==> src/rtl/instr_enc_pkg.sv <==
// -----------------------------------------------------------------------------
// instr_enc_pkg
//   Shared definitions for the RV32I/Zicsr instruction encoder:
//     - mnemonic_e : mnemonic codes in decode-table order, MNEM_COUNT
//     - fmt_e      : instruction formats (R, I, S, B, U, J, SYS)
//     - OPC_*      : major opcode constants
//     - mnem_info  : mnemonic -> {fmt, opcode, funct3, funct7}
//     - NOP_WORD   : canonical NOP (ADDI x0,x0,0)
//     - imm_in_range : immediate legality check, only present when the
//                      optional range check (INSTR_ENC_RANGE_CHECK_EN) is built
// -----------------------------------------------------------------------------
package instr_enc_pkg;

    typedef enum logic [5:0] {
        LUI, AUIPC, JAL, JALR,
        BEQ, BNE, BLT, BGE, BLTU, BGEU,
        LB, LH, LW, LBU, LHU,
        SB, SH, SW,
        ADDI, SLTI, SLTIU, XORI, ORI, ANDI, SLLI, SRLI, SRAI,
        ADD, SUB, SLL, SLT, SLTU, XOR, SRL, SRA, OR, AND,
        FENCE, FENCE_I, ECALL, EBREAK,
        CSRRW, CSRRS, CSRRC, CSRRWI, CSRRSI, CSRRCI
    } mnemonic_e;

    // First code past the end of the table; anything >= this is undefined.
    localparam logic [5:0] MNEM_COUNT = 6'd47;

    typedef enum logic [2:0] {
        FMT_R, FMT_I, FMT_S, FMT_B, FMT_U, FMT_J, FMT_SYS
    } fmt_e;

    localparam logic [6:0] OPC_LOAD     = 7'b0000011;
    localparam logic [6:0] OPC_MISC_MEM = 7'b0001111;
    localparam logic [6:0] OPC_OP_IMM   = 7'b0010011;
    localparam logic [6:0] OPC_AUIPC    = 7'b0010111;
    localparam logic [6:0] OPC_STORE    = 7'b0100011;
    localparam logic [6:0] OPC_OP       = 7'b0110011;
    localparam logic [6:0] OPC_LUI      = 7'b0110111;
    localparam logic [6:0] OPC_BRANCH   = 7'b1100011;
    localparam logic [6:0] OPC_JALR     = 7'b1100111;
    localparam logic [6:0] OPC_JAL      = 7'b1101111;
    localparam logic [6:0] OPC_SYSTEM   = 7'b1110011;

    localparam logic [31:0] NOP_WORD = 32'h0000_0013;

    typedef struct packed {
        fmt_e       fmt;
        logic [6:0] opcode;
        logic [2:0] f3;
        logic [6:0] f7;
    } mnem_info_t;

    function automatic mnem_info_t mk(fmt_e f, logic [6:0] o, logic [2:0] f3, logic [6:0] f7);
        mnem_info_t r;
        r.fmt    = f;
        r.opcode = o;
        r.f3     = f3;
        r.f7     = f7;
        return r;
    endfunction

    function automatic mnem_info_t mnem_info(mnemonic_e m);
        mnem_info_t r;
        case (m)
            LUI:     r = mk(FMT_U,   OPC_LUI,      3'd0, 7'h00);
            AUIPC:   r = mk(FMT_U,   OPC_AUIPC,    3'd0, 7'h00);
            JAL:     r = mk(FMT_J,   OPC_JAL,      3'd0, 7'h00);
            JALR:    r = mk(FMT_I,   OPC_JALR,     3'd0, 7'h00);
            BEQ:     r = mk(FMT_B,   OPC_BRANCH,   3'd0, 7'h00);
            BNE:     r = mk(FMT_B,   OPC_BRANCH,   3'd1, 7'h00);
            BLT:     r = mk(FMT_B,   OPC_BRANCH,   3'd4, 7'h00);
            BGE:     r = mk(FMT_B,   OPC_BRANCH,   3'd5, 7'h00);
            BLTU:    r = mk(FMT_B,   OPC_BRANCH,   3'd6, 7'h00);
            BGEU:    r = mk(FMT_B,   OPC_BRANCH,   3'd7, 7'h00);
            LB:      r = mk(FMT_I,   OPC_LOAD,     3'd0, 7'h00);
            LH:      r = mk(FMT_I,   OPC_LOAD,     3'd1, 7'h00);
            LW:      r = mk(FMT_I,   OPC_LOAD,     3'd2, 7'h00);
            LBU:     r = mk(FMT_I,   OPC_LOAD,     3'd4, 7'h00);
            LHU:     r = mk(FMT_I,   OPC_LOAD,     3'd5, 7'h00);
            SB:      r = mk(FMT_S,   OPC_STORE,    3'd0, 7'h00);
            SH:      r = mk(FMT_S,   OPC_STORE,    3'd1, 7'h00);
            SW:      r = mk(FMT_S,   OPC_STORE,    3'd2, 7'h00);
            ADDI:    r = mk(FMT_I,   OPC_OP_IMM,   3'd0, 7'h00);
            SLTI:    r = mk(FMT_I,   OPC_OP_IMM,   3'd2, 7'h00);
            SLTIU:   r = mk(FMT_I,   OPC_OP_IMM,   3'd3, 7'h00);
            XORI:    r = mk(FMT_I,   OPC_OP_IMM,   3'd4, 7'h00);
            ORI:     r = mk(FMT_I,   OPC_OP_IMM,   3'd6, 7'h00);
            ANDI:    r = mk(FMT_I,   OPC_OP_IMM,   3'd7, 7'h00);
            SLLI:    r = mk(FMT_I,   OPC_OP_IMM,   3'd1, 7'h00);
            SRLI:    r = mk(FMT_I,   OPC_OP_IMM,   3'd5, 7'h00);
            SRAI:    r = mk(FMT_I,   OPC_OP_IMM,   3'd5, 7'h20);
            ADD:     r = mk(FMT_R,   OPC_OP,       3'd0, 7'h00);
            SUB:     r = mk(FMT_R,   OPC_OP,       3'd0, 7'h20);
            SLL:     r = mk(FMT_R,   OPC_OP,       3'd1, 7'h00);
            SLT:     r = mk(FMT_R,   OPC_OP,       3'd2, 7'h00);
            SLTU:    r = mk(FMT_R,   OPC_OP,       3'd3, 7'h00);
            XOR:     r = mk(FMT_R,   OPC_OP,       3'd4, 7'h00);
            SRL:     r = mk(FMT_R,   OPC_OP,       3'd5, 7'h00);
            SRA:     r = mk(FMT_R,   OPC_OP,       3'd5, 7'h20);
            OR:      r = mk(FMT_R,   OPC_OP,       3'd6, 7'h00);
            AND:     r = mk(FMT_R,   OPC_OP,       3'd7, 7'h00);
            FENCE:   r = mk(FMT_SYS, OPC_MISC_MEM, 3'd0, 7'h00);
            FENCE_I: r = mk(FMT_SYS, OPC_MISC_MEM, 3'd1, 7'h00);
            ECALL:   r = mk(FMT_SYS, OPC_SYSTEM,   3'd0, 7'h00);
            EBREAK:  r = mk(FMT_SYS, OPC_SYSTEM,   3'd0, 7'h00);
            CSRRW:   r = mk(FMT_SYS, OPC_SYSTEM,   3'd1, 7'h00);
            CSRRS:   r = mk(FMT_SYS, OPC_SYSTEM,   3'd2, 7'h00);
            CSRRC:   r = mk(FMT_SYS, OPC_SYSTEM,   3'd3, 7'h00);
            CSRRWI:  r = mk(FMT_SYS, OPC_SYSTEM,   3'd5, 7'h00);
            CSRRSI:  r = mk(FMT_SYS, OPC_SYSTEM,   3'd6, 7'h00);
            CSRRCI:  r = mk(FMT_SYS, OPC_SYSTEM,   3'd7, 7'h00);
            // Undefined codes: the top replaces the word with NOP_WORD anyway.
            default: r = mk(FMT_I,   OPC_OP_IMM,   3'd0, 7'h00);
        endcase
        return r;
    endfunction

`ifdef INSTR_ENC_RANGE_CHECK_EN
    // True when imm fits the field of mnemonic m without truncation.
    function automatic logic imm_in_range(mnemonic_e m, logic [31:0] imm);
        logic signed [31:0] s;
        logic               ok;
        s  = imm;
        ok = 1'b1;
        case (m)
            JALR, LB, LH, LW, LBU, LHU, SB, SH, SW,
            ADDI, SLTI, SLTIU, XORI, ORI, ANDI:
                ok = (s >= -32'sd2048) && (s <= 32'sd2047);
            BEQ, BNE, BLT, BGE, BLTU, BGEU:
                ok = (s >= -32'sd4096) && (s <= 32'sd4094) && !imm[0];
            JAL:
                ok = (s >= -32'sd1048576) && (s <= 32'sd1048574) && !imm[0];
            LUI, AUIPC:
                ok = (imm[11:0] == 12'd0);
            SLLI, SRLI, SRAI:
                ok = (imm <= 32'd31);
            CSRRW, CSRRS, CSRRC, CSRRWI, CSRRSI, CSRRCI:
                ok = (imm <= 32'd4095);
            FENCE:
                ok = (imm[31:8] == 24'd0);
            default:
                ok = 1'b1;
        endcase
        return ok;
    endfunction
`endif

endpackage

==> src/rtl/instr_encoder_pack.sv <==
// -----------------------------------------------------------------------------
// instr_pack
//   Purely combinational bit packer: places already-normalised fields into a
//   32-bit RV32 word according to the instruction format.
//   Ports:
//     fmt_i     format selector
//     opcode_i  major opcode     f3_i / f7_i  funct3 / funct7
//     rd_i, rs1_i, rs2_i         register fields
//     imm_i     immediate (byte offset / U value / 12-bit I field)
//     word_o    packed instruction
//   SYS uses the I layout; the caller has already folded CSR addresses,
//   FENCE pred/succ, EBREAK's funct12 and shift funct7 into imm_i[11:0].
// -----------------------------------------------------------------------------
module instr_pack
    import instr_enc_pkg::*;
(
    input  fmt_e        fmt_i,
    input  logic [6:0]  opcode_i,
    input  logic [2:0]  f3_i,
    input  logic [6:0]  f7_i,
    input  logic [4:0]  rd_i,
    input  logic [4:0]  rs1_i,
    input  logic [4:0]  rs2_i,
    input  logic [31:0] imm_i,
    output logic [31:0] word_o
);

    always_comb begin
        word_o = NOP_WORD;
        case (fmt_i)
            FMT_R:   word_o = {f7_i, rs2_i, rs1_i, f3_i, rd_i, opcode_i};
            FMT_I,
            FMT_SYS: word_o = {imm_i[11:0], rs1_i, f3_i, rd_i, opcode_i};
            FMT_S:   word_o = {imm_i[11:5], rs2_i, rs1_i, f3_i, imm_i[4:0], opcode_i};
            // Branch/jump offsets are even; bit 0 is never encoded.
            FMT_B:   word_o = {imm_i[12], imm_i[10:5], rs2_i, rs1_i, f3_i,
                               imm_i[4:1], imm_i[11], opcode_i};
            FMT_U:   word_o = {imm_i[31:12], rd_i, opcode_i};
            FMT_J:   word_o = {imm_i[20], imm_i[10:1], imm_i[11], imm_i[19:12],
                               rd_i, opcode_i};
            default: word_o = NOP_WORD;
        endcase
    end

endmodule

==> src/rtl/instr_encoder.sv <==
// -----------------------------------------------------------------------------
// instr_encoder
//   Turns {mnemonic, rd, rs1, rs2, imm} requests into RV32I/Zicsr machine words
//   and streams them with consecutive byte addresses towards instruction memory.
//   Two-stage pipeline: S1 holds the request (format lookup, range check,
//   operand normalisation in front of the S2 register), S2 holds the packed word.
//   Ports:
//     clk, rst_n (sync, active low), clr (sync flush, same effect as reset)
//     req_valid/req_ready, req_mnem, req_rd, req_rs1, req_rs2, req_imm
//     out_valid/out_ready, out_word, out_addr
//     err_pulse (one cycle per dropped / NOP-substituted request)
//     err_cnt   (saturating count of err_pulse)
//   Handshakes: a transfer happens on a rising clk edge where valid && ready;
//   valid is held with stable payload until then; ready never depends on valid.
//   Optional feature macro: INSTR_ENC_RANGE_CHECK_EN -- drop requests whose
//   immediate does not fit its field instead of silently truncating it.
// -----------------------------------------------------------------------------
module instr_encoder
    import instr_enc_pkg::*;
#(
    parameter int                ADDR_W    = 32,
    parameter logic [ADDR_W-1:0] BASE_ADDR = '0,
    parameter int                DEPTH     = 1024,
    parameter int                ERR_CNT_W = 8
) (
    input  logic                 clk,
    input  logic                 rst_n,
    input  logic                 clr,
    input  logic                 req_valid,
    output logic                 req_ready,
    input  logic [5:0]           req_mnem,
    input  logic [4:0]           req_rd,
    input  logic [4:0]           req_rs1,
    input  logic [4:0]           req_rs2,
    input  logic [31:0]          req_imm,
    output logic                 out_valid,
    input  logic                 out_ready,
    output logic [31:0]          out_word,
    output logic [ADDR_W-1:0]    out_addr,
    output logic                 err_pulse,
    output logic [ERR_CNT_W-1:0] err_cnt
);

    localparam int                IDX_W    = (DEPTH > 1) ? $clog2(DEPTH) : 1;
    localparam logic [IDX_W-1:0] IDX_LAST = IDX_W'(DEPTH - 1);

    // S1: raw request
    logic                 s1_valid_q, s1_valid_d;
    logic [5:0]           s1_mnem_q,  s1_mnem_d;
    logic [4:0]           s1_rd_q,    s1_rd_d;
    logic [4:0]           s1_rs1_q,   s1_rs1_d;
    logic [4:0]           s1_rs2_q,   s1_rs2_d;
    logic [31:0]          s1_imm_q,   s1_imm_d;
    // S2: packed word and its address index
    logic                 s2_valid_q, s2_valid_d;
    logic [31:0]          s2_word_q,  s2_word_d;
    logic [IDX_W-1:0]     idx_q,      idx_d;
    logic                 err_q,      err_d;
    logic [ERR_CNT_W-1:0] err_cnt_q,  err_cnt_d;

    logic       flush;
    logic       s2_adv;
    mnem_info_t info;
    logic       bad_mnem;
    logic       range_viol;
    logic       s1_err;
    logic [4:0] n_rd, n_rs1, n_rs2;
    logic [31:0] n_imm;
    logic [31:0] packed_word;

    assign flush     = !rst_n || clr;
    // S2 can take a new word when empty or when its word leaves this cycle;
    // S1 moves exactly when S2 can take.
    assign s2_adv    = !s2_valid_q || out_ready;
    assign req_ready = rst_n && !clr && (!s1_valid_q || s2_adv);

    // S1 combinational: format lookup, operand normalisation, range check.
    always_comb begin
        info     = mnem_info(mnemonic_e'(s1_mnem_q));
        bad_mnem = (s1_mnem_q >= MNEM_COUNT);
        n_rd     = s1_rd_q;
        n_rs1    = s1_rs1_q;
        n_rs2    = s1_rs2_q;
        n_imm    = s1_imm_q;
        case (mnemonic_e'(s1_mnem_q))
            // Shifts: funct7 occupies imm[11:5]; this is where SRAI gets bit 30.
            SLLI, SRLI, SRAI: n_imm = {20'd0, info.f7, s1_imm_q[4:0]};
            FENCE: begin
                n_rd  = 5'd0;
                n_rs1 = 5'd0;
                n_imm = {24'd0, s1_imm_q[7:0]};
            end
            FENCE_I, ECALL: begin
                n_rd  = 5'd0;
                n_rs1 = 5'd0;
                n_rs2 = 5'd0;
                n_imm = 32'd0;
            end
            EBREAK: begin
                n_rd  = 5'd0;
                n_rs1 = 5'd0;
                n_rs2 = 5'd0;
                n_imm = 32'd1;
            end
            default: ;
        endcase
`ifdef INSTR_ENC_RANGE_CHECK_EN
        range_viol = !bad_mnem && !imm_in_range(mnemonic_e'(s1_mnem_q), s1_imm_q);
`else
        range_viol = 1'b0;
`endif
        s1_err = s1_valid_q && (bad_mnem || range_viol);
    end

    instr_pack u_pack (
        .fmt_i    (info.fmt),
        .opcode_i (info.opcode),
        .f3_i     (info.f3),
        .f7_i     (info.f7),
        .rd_i     (n_rd),
        .rs1_i    (n_rs1),
        .rs2_i    (n_rs2),
        .imm_i    (n_imm),
        .word_o   (packed_word)
    );

    always_comb begin
        s1_valid_d = s1_valid_q;
        s1_mnem_d  = s1_mnem_q;
        s1_rd_d    = s1_rd_q;
        s1_rs1_d   = s1_rs1_q;
        s1_rs2_d   = s1_rs2_q;
        s1_imm_d   = s1_imm_q;
        s2_valid_d = s2_valid_q;
        s2_word_d  = s2_word_q;
        idx_d      = idx_q;
        err_d      = 1'b0;
        err_cnt_d  = err_cnt_q;

        if (req_ready) begin
            s1_valid_d = req_valid;
        end
        if (req_ready && req_valid) begin
            s1_mnem_d = req_mnem;
            s1_rd_d   = req_rd;
            s1_rs1_d  = req_rs1;
            s1_rs2_d  = req_rs2;
            s1_imm_d  = req_imm;
        end

        if (s2_adv) begin
            // A range-violating request vanishes here: no word, no address.
            s2_valid_d = s1_valid_q && !range_viol;
            if (s1_valid_q && !range_viol) begin
                s2_word_d = bad_mnem ? NOP_WORD : packed_word;
            end
            // Registered so it lines up with out_valid of a NOP substitute,
            // or with the slot a dropped request would have occupied.
            err_d = s1_err;
            if (s1_err && (err_cnt_q != '1)) begin
                err_cnt_d = err_cnt_q + 1'b1;
            end
        end

        if (s2_valid_q && out_ready) begin
            idx_d = (idx_q == IDX_LAST) ? '0 : idx_q + 1'b1;
        end
    end

    always_ff @(posedge clk) begin
        if (flush) begin
            s1_valid_q <= 1'b0;
            s1_mnem_q  <= '0;
            s1_rd_q    <= '0;
            s1_rs1_q   <= '0;
            s1_rs2_q   <= '0;
            s1_imm_q   <= '0;
            s2_valid_q <= 1'b0;
            s2_word_q  <= '0;
            idx_q      <= '0;
            err_q      <= 1'b0;
            err_cnt_q  <= '0;
        end else begin
            s1_valid_q <= s1_valid_d;
            s1_mnem_q  <= s1_mnem_d;
            s1_rd_q    <= s1_rd_d;
            s1_rs1_q   <= s1_rs1_d;
            s1_rs2_q   <= s1_rs2_d;
            s1_imm_q   <= s1_imm_d;
            s2_valid_q <= s2_valid_d;
            s2_word_q  <= s2_word_d;
            idx_q      <= idx_d;
            err_q      <= err_d;
            err_cnt_q  <= err_cnt_d;
        end
    end

    assign out_valid = s2_valid_q;
    assign out_word  = s2_word_q;
    assign out_addr  = BASE_ADDR + (ADDR_W'(idx_q) << 2);
    assign err_pulse = err_q;
    assign err_cnt   = err_cnt_q;

endmodule

==> config.mk <==
export PLATFORM = sky130hd
export DESIGN_NAME = instr_encoder
export DESIGN_NICKNAME = d
export VERILOG_FILES = /design/src/rtl/instr_enc_pkg.sv /design/src/rtl/instr_encoder_pack.sv /design/src/rtl/instr_encoder.sv
export SDC_FILE = /design/constraint.sdc
export NUM_CORES = 1
export LEC_CHECK = 0
export ABC_AREA = 1
export CORE_MARGIN = 2
export CORE_UTILIZATION = 54
export DETAILED_ROUTE_END_ITERATION = 12
export GPL_TIMING_DRIVEN = 0
export HOLD_SLACK_MARGIN = 0.12
export PLACE_DENSITY_LB_ADDON = 0.15
export REMOVE_ABC_BUFFERS = 1
export SYNTH_ARGS = -nofsm -noshare
export SYNTH_HDL_FRONTEND = slang
export SYNTH_SLANG_ARGS = --single-unit
export TNS_END_PERCENT = 50
==> constraint.sdc <==
create_clock -name clk -period 3.4 [get_ports clk]
set_input_delay 0.51 -clock clk [delete_from_list [all_inputs] [get_ports clk]]
set_output_delay 0.51 -clock clk [all_outputs]
set_load 0.02 [all_outputs]
==> flow_summary.rst, run 1 <==
.. list-table::
   :header-rows: 1

   * - Metric
     - Value
   * - Final-layout setup total negative slack
     - 0 ns
   * - Maximum number of pins on one net before global-route repair
     - 43
   * - Post-Place Setup Slack
     - -1.527 ns
   * - Core area
     - 0.01018 mm²
   * - Share of the clock period used by the worst path
     - a little over 90%
   * - Pwr Density
     - between 500 and 600 mW/mm²
   * - Maximum clock frequency
     - about 320 MHz
   * - Initial core utilization
     - 54.74%
   * - Number of DRC violations after detailed-routing iteration 0
     - between 400 and 500
   * - Area of the die
     - 0.01115 mm²
   * - Clock latency on the worst-skew pair
     - 0.51 ns
   * - Synth area leader
     - sky130_fd_sc_hd__dfxtp_1
   * - Synthesized instance count
     - 792
   * - Final Util
     - 71.95%
   * - Number of H-tree levels
     - 4
   * - Synth cell types
     - 38
   * - PortBufs
     - 110
   * - Max-slew violations
     - 0
   * - Netlist Area Pre-Place
     - 0.005575 mm²
   * - Worst rel slew slack
     - 13.95%
   * - Unrepaired setup endpoints after global routing
     - false
   * - Cell leakage power
     - 0.003077 µW
   * - Most used DFF post-synth
     - sky130_fd_sc_hd__dfxtp_1
   * - Routability congestion estimate
     - ~0.86
   * - Antenna Violating Nets Remaining
     - 0
   * - Length of the first detailed-routing pass in iterations
     - 5
   * - Number of buffers inserted during clock tree synthesis
     - 17
   * - Peak ir drop on the vdd network
     - between 300 and 400 µV
   * - Area contributors post-synth
     - sky130_fd_sc_hd__dfxtp_1, sky130_fd_sc_hd__nand2_1, sky130_fd_sc_hd__nand3_1
   * - Biggest fanout along the worst timing path
     - 42
   * - Cell with the most instances after synthesis
     - sky130_fd_sc_hd__nand2_1
   * - Setup slack of the critical path after layout
     - 0.3021 ns
   * - Fraction of the yosys area taken by sequential cells
     - 42.01%
   * - Crit path launch type
     - input pin
   * - Placed Cells
     - 1,004
   * - Required @ worst endpoint
     - ~3.8 ns
   * - Clock tree from TritonCTS
     - built
   * - Setup clock skew after layout
     - 0.01112 ns
   * - Antenna cell count
     - 0
   * - Post-layout nets
     - 957
   * - Total of fill cells in the finished design
     - 819
   * - Detail-routed via count per cell
     - 5.345
   * - Via count
     - 5,559
   * - FFs w/ async S/R, synth
     - 0%
   * - Initial antenna violation count
     - 0
   * - Share of post-route cells with drive strength above 1
     - 7.190%
   * - Die height
     - about 110 µm
   * - Number of hold buffers added after cts
     - 0
   * - Register area
     - 0.002342 mm²
   * - Overall routing resource usage
     - between 20% and 30%
   * - Gr ovfl total
     - 0
   * - Routed Wire Length
     - 15,250 µm
   * - Area taken by multi-input logic gates
     - between 0.002 and 0.003 mm²
   * - Clock sinks
     - about 120
   * - Area grow syn2layout
     - 31.44%
   * - Worst-margin pin slew
     - 1.288 ns
   * - Endpoint class of the critical path
     - flop
   * - Root Buffer Master
     - sky130_fd_sc_hd__clkbuf_8
   * - Non-filler instance count after layout
     - roughly 1.0k
   * - Total number of placement rows
     - 37
   * - Most frequent cells after synthesis
     - sky130_fd_sc_hd__nand2_1, sky130_fd_sc_hd__dfxtp_1, sky130_fd_sc_hd__nand3_1, sky130_fd_sc_hd__inv_1, sky130_fd_sc_hd__a21oi_1
   * - Routed len/inst
     - 14.66 µm
   * - Crit Path Category
     - input pin to flop
   * - Buffer depth of the longest clock path
     - 2
   * - Outcome
     - finished clean
   * - Per-instance average area after synthesis
     - just over 7 µm²
   * - Number of synthesized flops with an enable pin
     - 0
   * - Clock transition at the registers of the reported paths
     - 0.06 ns
   * - Synth warnings
     - 0
   * - Class of the most critical hold timing path
     - flop to flop
   * - Top cell type's share of synthesized area
     - around 42%
   * - Count of boundary I/O pins
     - 133
   * - Number of max-cap violations
     - 0
   * - First-pass GRT wire length
     - between 20,000 and 25,000 µm
   * - Chip Width
     - approximately 110 µm
   * - DRC violation count after routing
     - 0
   * - Arr. time, crit path
     - about 3.5 ns
   * - Final count of hold timing violations
     - 0
   * - Clock period minus final worst setup slack
     - 3.098 ns
   * - Number of global-route vias before repair
     - 5,049
   * - Detail Placement HPWL
     - about 9700 µm
   * - Flip-flop and latch count after synthesis
     - 117
   * - Total setup violations reported at the end of the flow
     - 0
==> kinds of logic after synthesis <==
family | share of synthesized area [%]
buf+inv | 11.89
xor+xnor | 0.7856
fa+ha+maj | 1.795
simple gates | 31.33
other cells | 0.06726
flops | 42.01
compound gates | 12.12
==> routing by layer <==
layer  track usage [%]  wire length (µm)  vias to the layer above
met1             35.55              6522                     2534
li1                  -                 -                     2734
met5                 0                 0                        -
met2             45.16              7382                      267
met3             5.999              1155                       24
met4             9.774               190                        0
==> cells in the final DEF, fill, tap and decap left out, drive strengths merged <==
cell,instances
dfxtp,117
nand3b,1
clkinvlp,3
clkbuf,20
nor3,6
ha,8
bufinv,7
a21oi,58
nand2,216
xor2,3
o221a,1
nor2,55
a21o,1
nand4,9
a41oi,1
nand3,113
a31oi,3
a22oi,1
o21ai,45
clkdlybuf4s50,110
o21a,2
inv,85
xnor2,2
buf,2
o211ai,4
conb,22
o22ai,3
o32ai,4
clkinv,2
==> cell type report <==
type / instances / share of cell area (%)
multi-input cells: 558 / 36.50
flip-flops and latches: 117 / 31.96
repair buffers: 112 / 15.40
clock buffers: 20 / 5.942
inverters: 85 / 4.456
clock inverters: 12 / 3.415
well taps: 136 / 2.322
==> stage by stage <==
stage	area (µm²)	total power, µW	hold slack [ns]
2_1_floorplan	5310	1648	0.4264
3_3_place_gp	6581	1780	0.4343
3_5_place_dp	6601	1788	0.4431
4_1_cts	7321	3847	0.4511
5_1_grt	7328	3960	0.4773
6_report	7328	3845	0.4476
==> report_power, final <==
group	switching [µW]	internal, µW	total [µW]
clock network	634	1430	2070
logic	223	124	347
registers	21.2	1410	1430
total	878	2970	3840
==> critical path: stages <==
cell and delay (ns):
sky130_fd_sc_hd__clkdlybuf4s50_1 0.52, sky130_fd_sc_hd__nor2_4 0.19, sky130_fd_sc_hd__buf_12 0.23, sky130_fd_sc_hd__nand3_4 0.29, sky130_fd_sc_hd__inv_8 0.29, sky130_fd_sc_hd__nand2_1 0.13, sky130_fd_sc_hd__nand2_1 0.29, sky130_fd_sc_hd__inv_1 0.11
sky130_fd_sc_hd__ha_1 0.35, sky130_fd_sc_hd__nand2_1 0.15, sky130_fd_sc_hd__inv_1 0.15, sky130_fd_sc_hd__nand3_1 0.12, sky130_fd_sc_hd__o21a_1 0.13
==> what timing repair did <==
item | in CTS | in global routing
endpoints found under the setup margin | 12 | 7
setup buffers | 0 | 1
endpoints found under the hold margin | 0 | 0
gates resized for setup | 3 | 0
pin swaps | 2 | 1
gates cloned | 3 | 0
==> state kept, by name (all words and copies together), names as in the netlist <==
name        cells
out_word       31
err_cnt         8
s1_imm_q       32
s1_valid_q      1
s1_rs2_q        5
s1_rs1_q        5
out_valid       1
idx_q          10
s1_rd_q         5
s1_mnem_q       6
info           12
err_pulse       1
==> final timing paths <==
path | start | endpoint | slack (ns) | cells past startpoint
setup reg to reg | out_valid | out_word[15] | 0.47 | 13
hold reg to reg | info[16] | out_word[6] | 0.45 | 2
setup / recovery | clr | info[14] | 0.30 | 13
hold / removal | info[16] | out_word[6] | 0.45 | 2
Power figures use the tool's default switching activity.
==> run 2: changes to the inputs <==
--- a/config.mk
+++ b/config.mk
@@ -8,6 +8,7 @@
 export ABC_AREA = 1
 export CORE_MARGIN = 2
 export CORE_UTILIZATION = 54
+export CTS_BUF_LIST = sky130_fd_sc_hd__clkbuf_4 sky130_fd_sc_hd__clkbuf_8 sky130_fd_sc_hd__clkbuf_16
 export DETAILED_ROUTE_END_ITERATION = 12
 export GPL_TIMING_DRIVEN = 0
 export HOLD_SLACK_MARGIN = 0.12
==> run 2 against run 1 <==
Effect of this change:
- maximum frequency shrank 0.32%
- first-iteration DRC count shrank 5.6%
- critical endpoint unchanged
- via count is 0.72% lower
- clock power about the same
- die area did not move
==> flow_summary.rst, run 2 (same netlist as run 1, synthesis figures left out) <==
.. list-table::
   :header-rows: 1

   * - Metric
     - Value
   * - Routed len/inst
     - 14.70 µm (was 14.66 µm)
   * - Number of H-tree levels
     - 4 (unchanged)
   * - Cell count of the worst reg-to-reg path
     - 13 (unchanged)
   * - Final count of hold timing violations
     - 0 (unchanged)
   * - Crit Path Category
     - input pin to flop (unchanged)
   * - Internal power consumption
     - 2983 µW (was 2967 µW)
   * - Most frequent cells in the layout
     - sky130_fd_sc_hd__nand2_1, sky130_fd_sc_hd__dfxtp_1, sky130_fd_sc_hd__clkdlybuf4s50_1 (unchanged)
   * - Pwr Density
     - 525.7 mW/mm² (was 524.7 mW/mm²)
   * - Chip Width
     - 105.6 µm (unchanged)
   * - CP max stage cell
     - sky130_fd_sc_hd__clkdlybuf4s50_1 (unchanged)
   * - Number of DRC violations after detailed-routing iteration 0
     - 385 (was 408)
   * - GR Util met1
     - 35.54% (was 35.55%)
   * - Worst reg2reg setup slack
     - 0.49 ns (was 0.47 ns)
   * - Gr ovfl total
     - 0 (unchanged)
   * - Total buffers and inverters traversed by the critical path
     - 5 (unchanged)
   * - Number of stages on the worst hold path
     - 2 (unchanged)
   * - Biggest fanout along the worst timing path
     - 42 (unchanged)
   * - Antenna cell count
     - 0 (unchanged)
   * - GR met2 Demand/Resource
     - 45.30% (was 45.16%)
   * - Count of boundary I/O pins
     - 133 (unchanged)
   * - First-pass GRT wire length
     - 24,640 µm (was 24,560 µm)
   * - Share of post-route cells with drive strength above 1
     - 7.412% (was 7.190%)
   * - Crit-path cells
     - clkdlybuf4s50_1 > nor2_4 > buf_12 > nand3_4 > inv_8 > nand2_1 > nand2_1 > inv_1 > ha_1 > nand2_1 > inv_1 > nand3_1 > o21a_1 (unchanged)
   * - Clock sinks
     - 117 (unchanged)
   * - Peak-usage layer in the global routing report
     - met2 (unchanged)
   * - Initial antenna violation count
     - 0 (unchanged)
   * - Clock period minus final worst setup slack
     - 3.108 ns (was 3.098 ns)
   * - Total of fill cells in the finished design
     - 820 (was 819)
   * - PortBufs
     - 110 (unchanged)
   * - Arr. time, crit path
     - 3.51 ns (was 3.50 ns)
   * - Share of the clock period used by the worst path
     - 91.40% (was 91.11%)
   * - Worst path top cell family by delay
     - buffers and inverters (unchanged)
   * - Clk pwr share
     - 53.9% (was 53.8%)
   * - Non-filler instance count after layout
     - 1,040 (unchanged)
   * - Detail Placement HPWL
     - 9682 µm (unchanged)
   * - Root Buffer Master
     - sky130_fd_sc_hd__clkbuf_8 (unchanged)
   * - Area grow syn2layout
     - 31.58% (was 31.44%)
   * - Length of the first detailed-routing pass in iterations
     - 6 (was 5)
   * - Maximum number of pins on one net before global-route repair
     - 43 (unchanged)
   * - Area of the die
     - 0.01115 mm² (unchanged)
   * - Detail-routed via count per cell
     - 5.307 (was 5.345)
   * - Routability congestion estimate
     - 0.8589 (unchanged)
   * - Power share of the sequential group
     - 37.1% (was 37.2%)
   * - Max reg flops
     - 32 (unchanged)
   * - Register with the most flip-flops
     - s1_imm_q (unchanged)
   * - Antenna Violating Nets Remaining
     - 0 (unchanged)
   * - Total setup violations reported at the end of the flow
     - 0 (unchanged)
   * - Clock transition at the registers of the reported paths
     - 0.06 ns (about the same)
   * - Worst-margin pin slew
     - 1.303 ns (was 1.288 ns)
   * - Number of buffers inserted during clock tree synthesis
     - 17 (unchanged)
   * - Class of the most critical hold timing path
     - flop to flop (unchanged)
   * - Comb pwr share
     - 9.0% (about the same)
   * - Switching fraction of total power
     - 22.65% (was 22.83%)
   * - Routed Wire Length
     - 15,290 µm (was 15,250 µm)
   * - Number of global-route vias before repair
     - 5,045 (was 5,049)
   * - Maximum clock frequency
     - 321.8 MHz (was 322.8 MHz)
   * - Via count
     - 5,519 (was 5,559)
   * - Worst rel slew slack
     - 12.92% (was 13.95%)
   * - Net switching power of the design
     - 873.4 µW (was 877.7 µW)
   * - Cell seen most often among critical-path stages
     - sky130_fd_sc_hd__nand2_1 (unchanged)
   * - Required @ worst endpoint
     - 3.81 ns (was 3.80 ns)
   * - Critical register-to-register path endpoint
     - out_word[15] (unchanged)
   * - Buffer depth of the longest clock path
     - 2 (unchanged)
   * - Total number of placement rows
     - 37 (unchanged)
   * - Endpoint class of the critical path
     - flop (unchanged)
   * - Overall routing resource usage
     - 27.50% (was 27.45%)
   * - Commonest non-fill, non-tap cell in the layout
     - sky130_fd_sc_hd__nand2_1 (unchanged)
   * - Worst r2r src
     - out_valid (unchanged)
   * - Clock latency on the worst-skew pair
     - 0.52 ns (was 0.51 ns)
   * - Placement-stage cell area
     - 0.006601 mm² (unchanged)
   * - Post-layout nets
     - 957 (unchanged)
   * - Core area
     - 0.01018 mm² (unchanged)
   * - Hold path endpoint
     - out_word[6] (unchanged)
   * - Crit path launch type
     - input pin (unchanged)
   * - DRC violation count after routing
     - 0 (unchanged)
   * - Cell leakage power
     - 0.003084 µW (was 0.003077 µW)
   * - Unrepaired setup endpoints after global routing
     - false (unchanged)
   * - Die height
     - 105.6 µm (unchanged)
   * - Clock tree from TritonCTS
     - built (unchanged)
   * - Setup clock skew after layout
     - 0.008420 ns (was 0.01112 ns)
   * - Maximum cell stage delay along the critical path
     - 0.52 ns (about the same)
   * - Start point of the worst min-delay path
     - info[16] (unchanged)
   * - Global routing usage on met3
     - 5.999% (unchanged)
   * - Max-slew violations
     - 0 (unchanged)
   * - Number of max-cap violations
     - 0 (unchanged)
   * - Outcome
     - finished clean (unchanged)
   * - Total non-filler cell area in the finished layout
     - 0.007336 mm² (was 0.007328 mm²)
   * - Initial core utilization
     - 54.74% (unchanged)
   * - Placed Cells
     - 1,004 (unchanged)
   * - Peak ir drop on the vdd network
     - 334.2 µV (was 336.4 µV)
-- run 2: worst max path at each step --
stage	from	to	slack (ns)	depth (start not counted)
after floorplan	rst_n	info[14]	-0.23	12
after global placement	rst_n	info[14]	-2.05	13
after detailed placement	rst_n	info[14]	-1.53	14
after CTS	rst_n	info[14]	0.07	14
after global routing	out_ready	out_word[15]	0.09	13
final	clr	info[14]	0.29	13
-- run 2: layout make-up --
class	count	area, µm²	share of cell area (%)
clock buffer	20	442.9	6.038
inverter	85	326.6	4.452
tap	136	170.2	2.320
timing repair buffer	112	1129	15.38
clock inverter	12	250.2	3.411
sequential	117	2342	31.93
multi-input combinational	558	2675	36.47
-- run 2: routing by layer --
metal	wire length [µm]	up-vias
li1	-	2736
met1	6631	2546
met2	7417	224
met3	1103	13
met4	140	0
met5	0	-
-- run 2: tightest hold or removal path, stage by stage, from the launching register on --
cell and delay [ns]:
sky130_fd_sc_hd__dfxtp_1 0.29, sky130_fd_sc_hd__nand2_1 0.05, sky130_fd_sc_hd__a21oi_1 0.05
-- run 2: power by group through the flow --
stage,combinational (µW),sequential [µW],clock [µW]
2_1_floorplan,191,1460,0
3_3_place_gp,324,1460,0
3_5_place_dp,330,1460,0
4_1_cts,341,1430,2090
5_1_grt,379,1430,2160
6_report,347,1430,2080
-- run 2: stage by stage --
stage / setup TNS (ns) / hold slack, ns / power [µW] / util [%] / setup WS, ns
global placement: -55.44 / 0.4343 / 1780 / 64.62 / -2.055
CTS: 0 / 0.4511 / 3863 / 71.95 / 0.06548
detailed placement: -25.14 / 0.4431 / 1788 / 64.82 / -1.527
global route: 0 / 0.4773 / 3974 / 72.03 / 0.09114
finish: 0 / 0.4469 / 3856 / 72.03 / 0.2922
floorplan: -1.684 / 0.4264 / 1648 / - / -0.2277
-- run 2: repair_timing --
| action | CTS | global route |
|---|---|---|
| hold buffers | 0 | 0 |
| buffers inserted | 0 | 1 |
| setup endpoints to repair | 12 | 7 |
| pin swaps | 2 | 1 |
| gates resized for setup | 3 | 0 |
| cloned | 3 | 0 |
==> run 3: changes to the inputs <==
--- a/config.mk
+++ b/config.mk
@@ -14,6 +14,7 @@
 export HOLD_SLACK_MARGIN = 0.12
 export PLACE_DENSITY_LB_ADDON = 0.15
 export REMOVE_ABC_BUFFERS = 1
+export SETUP_SLACK_MARGIN = 0.05
 export SYNTH_ARGS = -nofsm -noshare
 export SYNTH_HDL_FRONTEND = slang
 export SYNTH_SLANG_ARGS = --single-unit
==> constraint.sdc (replaced) <==
create_clock -name clk -period 3.8 [get_ports clk]
set_input_delay 0.57 -clock clk [delete_from_list [all_inputs] [get_ports clk]]
set_output_delay 0.57 -clock clk [all_outputs]
set_load 0.02 [all_outputs]
==> run 3 against run 2 <==
Effect of this change:
- critical path depth stayed put
- global-route usage is 0.35 points lower
- utilization is 0.098 points lower
- final cell count hardly changed
- largest cell class unchanged
- count of clock-buffer cells in the layout stayed put
- clock power is 11% lower
- sequential power is 10% lower
- sequential share of layout area hardly changed
- worst hold slack better by 0.00076 ns
- via count is 0.20% lower
==> flow_summary.rst, run 3 (same netlist as run 1, synthesis figures left out) <==
.. list-table::
   :header-rows: 1

   * - Metric
     - Value
   * - Outcome
     - finished clean (unchanged)
   * - Maximum clock frequency
     - 298.8 MHz
   * - Antenna cell count
     - 0 (unchanged)
   * - Area of the die
     - 0.01115 mm² (unchanged)
   * - Peak ir drop on the vdd network
     - 298.6 µV (was 334.2 µV)
   * - Cell count of the worst reg-to-reg path
     - 13 (unchanged)
   * - Crit path launch type
     - input pin (unchanged)
   * - Power Total
     - 3448 µW (was 3856 µW)
   * - Placement-stage cell area
     - 0.006601 mm² (unchanged)
   * - Share of post-route cells with drive strength above 1
     - 7.309% (was 7.412%)
   * - Total setup violations reported at the end of the flow
     - 0 (unchanged)
   * - Number of H-tree levels
     - 4 (unchanged)
   * - Endpoint class of the critical path
     - flop (unchanged)
   * - Number of buffers inserted during clock tree synthesis
     - 17 (unchanged)
   * - Buffer depth of the longest clock path
     - 2 (unchanged)
   * - PortBufs
     - 110 (unchanged)
   * - Post-layout nets
     - 956 (was 957)
   * - Initial core utilization
     - 54.74% (unchanged)
   * - Length of the first detailed-routing pass in iterations
     - 5 (was 6)
   * - Commonest non-fill, non-tap cell in the layout
     - sky130_fd_sc_hd__nand2_1 (unchanged)
   * - DRC violation count after routing
     - 0 (unchanged)
   * - Total number of placement rows
     - 37 (unchanged)
   * - Antenna Violating Nets Remaining
     - 0 (unchanged)
   * - Gr ovfl total
     - 0 (unchanged)
   * - Root Buffer Master
     - sky130_fd_sc_hd__clkbuf_8 (unchanged)
   * - Crit Path Category
     - input pin to flop (unchanged)
   * - Most frequent cells in the layout
     - sky130_fd_sc_hd__nand2_1, sky130_fd_sc_hd__dfxtp_1, sky130_fd_sc_hd__clkdlybuf4s50_1 (unchanged)
   * - Setup clock skew after layout
     - 0.01092 ns (was 0.008420 ns)
   * - Biggest fanout along the worst timing path
     - 41 (was 42)
   * - Via count
     - 5,508 (was 5,519)
   * - Initial antenna violation count
     - 0 (unchanged)
   * - Clock latency on the worst-skew pair
     - 0.52 ns (about the same)
   * - Count of boundary I/O pins
     - 133 (unchanged)
   * - Required @ worst endpoint
     - 4.20 ns (was 3.81 ns)
   * - Worst-margin pin slew
     - 1.288 ns (was 1.303 ns)
   * - Number of DRC violations after detailed-routing iteration 0
     - 367 (was 385)
   * - Maximum number of pins on one net before global-route repair
     - 42 (was 43)
   * - Unrepaired setup endpoints after global routing
     - false (unchanged)
   * - Max reg flops
     - 32 (unchanged)
   * - Clock tree from TritonCTS
     - built (unchanged)
   * - Max-slew violations
     - 0 (unchanged)
   * - Number of stages on the worst hold path
     - 2 (unchanged)
   * - Chip Width
     - 105.6 µm (unchanged)
   * - Routed length on met3
     - 996 µm (was 1103 µm)
   * - M1 wire length
     - 6586 µm (was 6631 µm)
   * - Arr. time, crit path
     - 3.75 ns (was 3.51 ns)
   * - Register with the most flip-flops
     - s1_imm_q (unchanged)
   * - Class of the most critical hold timing path
     - flop to flop (unchanged)
   * - Share of the clock period used by the worst path
     - about nine tenths
   * - Cell leakage power
     - 0.003082 µW (was 0.003084 µW)
   * - Routed len/inst
     - 14.50 µm (was 14.70 µm)
   * - Detail-routed via count per cell
     - 5.301 (was 5.307)
   * - Length of routed met2 wiring
     - 7294 µm (was 7417 µm)
   * - Final count of hold timing violations
     - 0 (unchanged)
   * - Clock period minus final worst setup slack
     - 3.346 ns
   * - Routed Wire Length
     - 15,070 µm (was 15,290 µm)
   * - Routability congestion estimate
     - 0.8589 (unchanged)
   * - Topmost layer with routed signal wires
     - met4 (unchanged)
   * - Number of max-cap violations
     - 0 (unchanged)
   * - Final-layout setup total negative slack
     - 0 ns (unchanged)
   * - Die height
     - 105.6 µm (unchanged)
   * - Detail Placement HPWL
     - 9682 µm (unchanged)
   * - Total non-filler cell area in the finished layout
     - 0.007326 mm² (was 0.007336 mm²)
   * - Core area
     - 0.01018 mm² (unchanged)
   * - Clock transition at the registers of the reported paths
     - 0.06 ns (about the same)
   * - Worst rel slew slack
     - 13.94% (was 12.92%)
   * - First-pass GRT wire length
     - 24,320 µm (was 24,640 µm)
   * - Overall routing resource usage
     - 27.15% (was 27.50%)
   * - Area grow syn2layout
     - 31.40% (was 31.58%)
   * - Number of global-route vias before repair
     - 5,004 (was 5,045)
   * - Clock sinks
     - 117 (unchanged)
   * - Pwr Density
     - 470.7 mW/mm² (was 525.7 mW/mm²)
==> run 3: cell count changes in the layout (fill, tap and decap cells not counted) <==
cell and change:
sky130_fd_sc_hd__nand3_2 -1
==> run 3: final timing paths <==
kind                  start      endpoint  slack, ns
setup / recovery        clr      info[14]       0.45
hold / removal     info[16]   out_word[6]       0.45
setup reg to reg  out_valid  out_word[15]       0.90
hold reg to reg    info[16]   out_word[6]       0.45
==> run 3: power by group <==
group | internal, µW | switching (µW) | total (µW)
registers | 1260 | 18.6 | 1280
clock network | 1300 | 563 | 1860
logic | 111 | 198 | 308
total | 2670 | 780 | 3450
==> run 3: final cells by class <==
class | instances | area [µm²]
Fill cell | 822 | 2859
Multi-Input combinational cell | 557 | 2665
Sequential cell | 117 | 2342
Timing Repair Buffer | 112 | 1129
Clock buffer | 20 | 442.9
Inverter | 85 | 326.6
Clock inverter | 12 | 250.2
Tap cell | 136 | 170.2
==> run 3: stage by stage <==
stage                     util [%]  hold slack [ns]  worst slack, ns  std cells
after global placement       64.62           0.4343           -1.715       1003
after detailed placement     64.82           0.4431           -1.187       1004
after global routing         71.93           0.4773           0.3369       1039
after floorplan                  -           0.4264           0.1123        757
after CTS                    71.83           0.4511           0.1811       1038
final                        71.93           0.4477           0.4538       1039
==> run 3: critical path, stage by stage <==
cell and delay (ns):
sky130_fd_sc_hd__clkdlybuf4s50_1 0.53, sky130_fd_sc_hd__nor2_4 0.19, sky130_fd_sc_hd__buf_12 0.22, sky130_fd_sc_hd__nand3_4 0.40, sky130_fd_sc_hd__inv_8 0.35, sky130_fd_sc_hd__nand2_1 0.14, sky130_fd_sc_hd__nand2_1 0.29, sky130_fd_sc_hd__inv_1 0.11
sky130_fd_sc_hd__ha_1 0.35, sky130_fd_sc_hd__nand2_1 0.15, sky130_fd_sc_hd__inv_1 0.15, sky130_fd_sc_hd__nand3_1 0.12, sky130_fd_sc_hd__o21a_1 0.13
==> run 3: timing repair <==
item | CTS | global route
pin swaps | 2 | 2
hold buffers | 0 | 0
resized for setup | 2 | 1
buffers inserted | 0 | 1
cloned | 2 | 0
setup endpoints to repair | 12 | 6
hold endpoints to repair | 0 | 0
==> run 3: metal layers <==
layer / vias to the layer above / track usage, %
met4: 0 / 9.492
li1: 2737 / -
met2: 221 / 45.02
met5: - / 0
met3: 21 / 5.999
met1: 2529 / 34.88
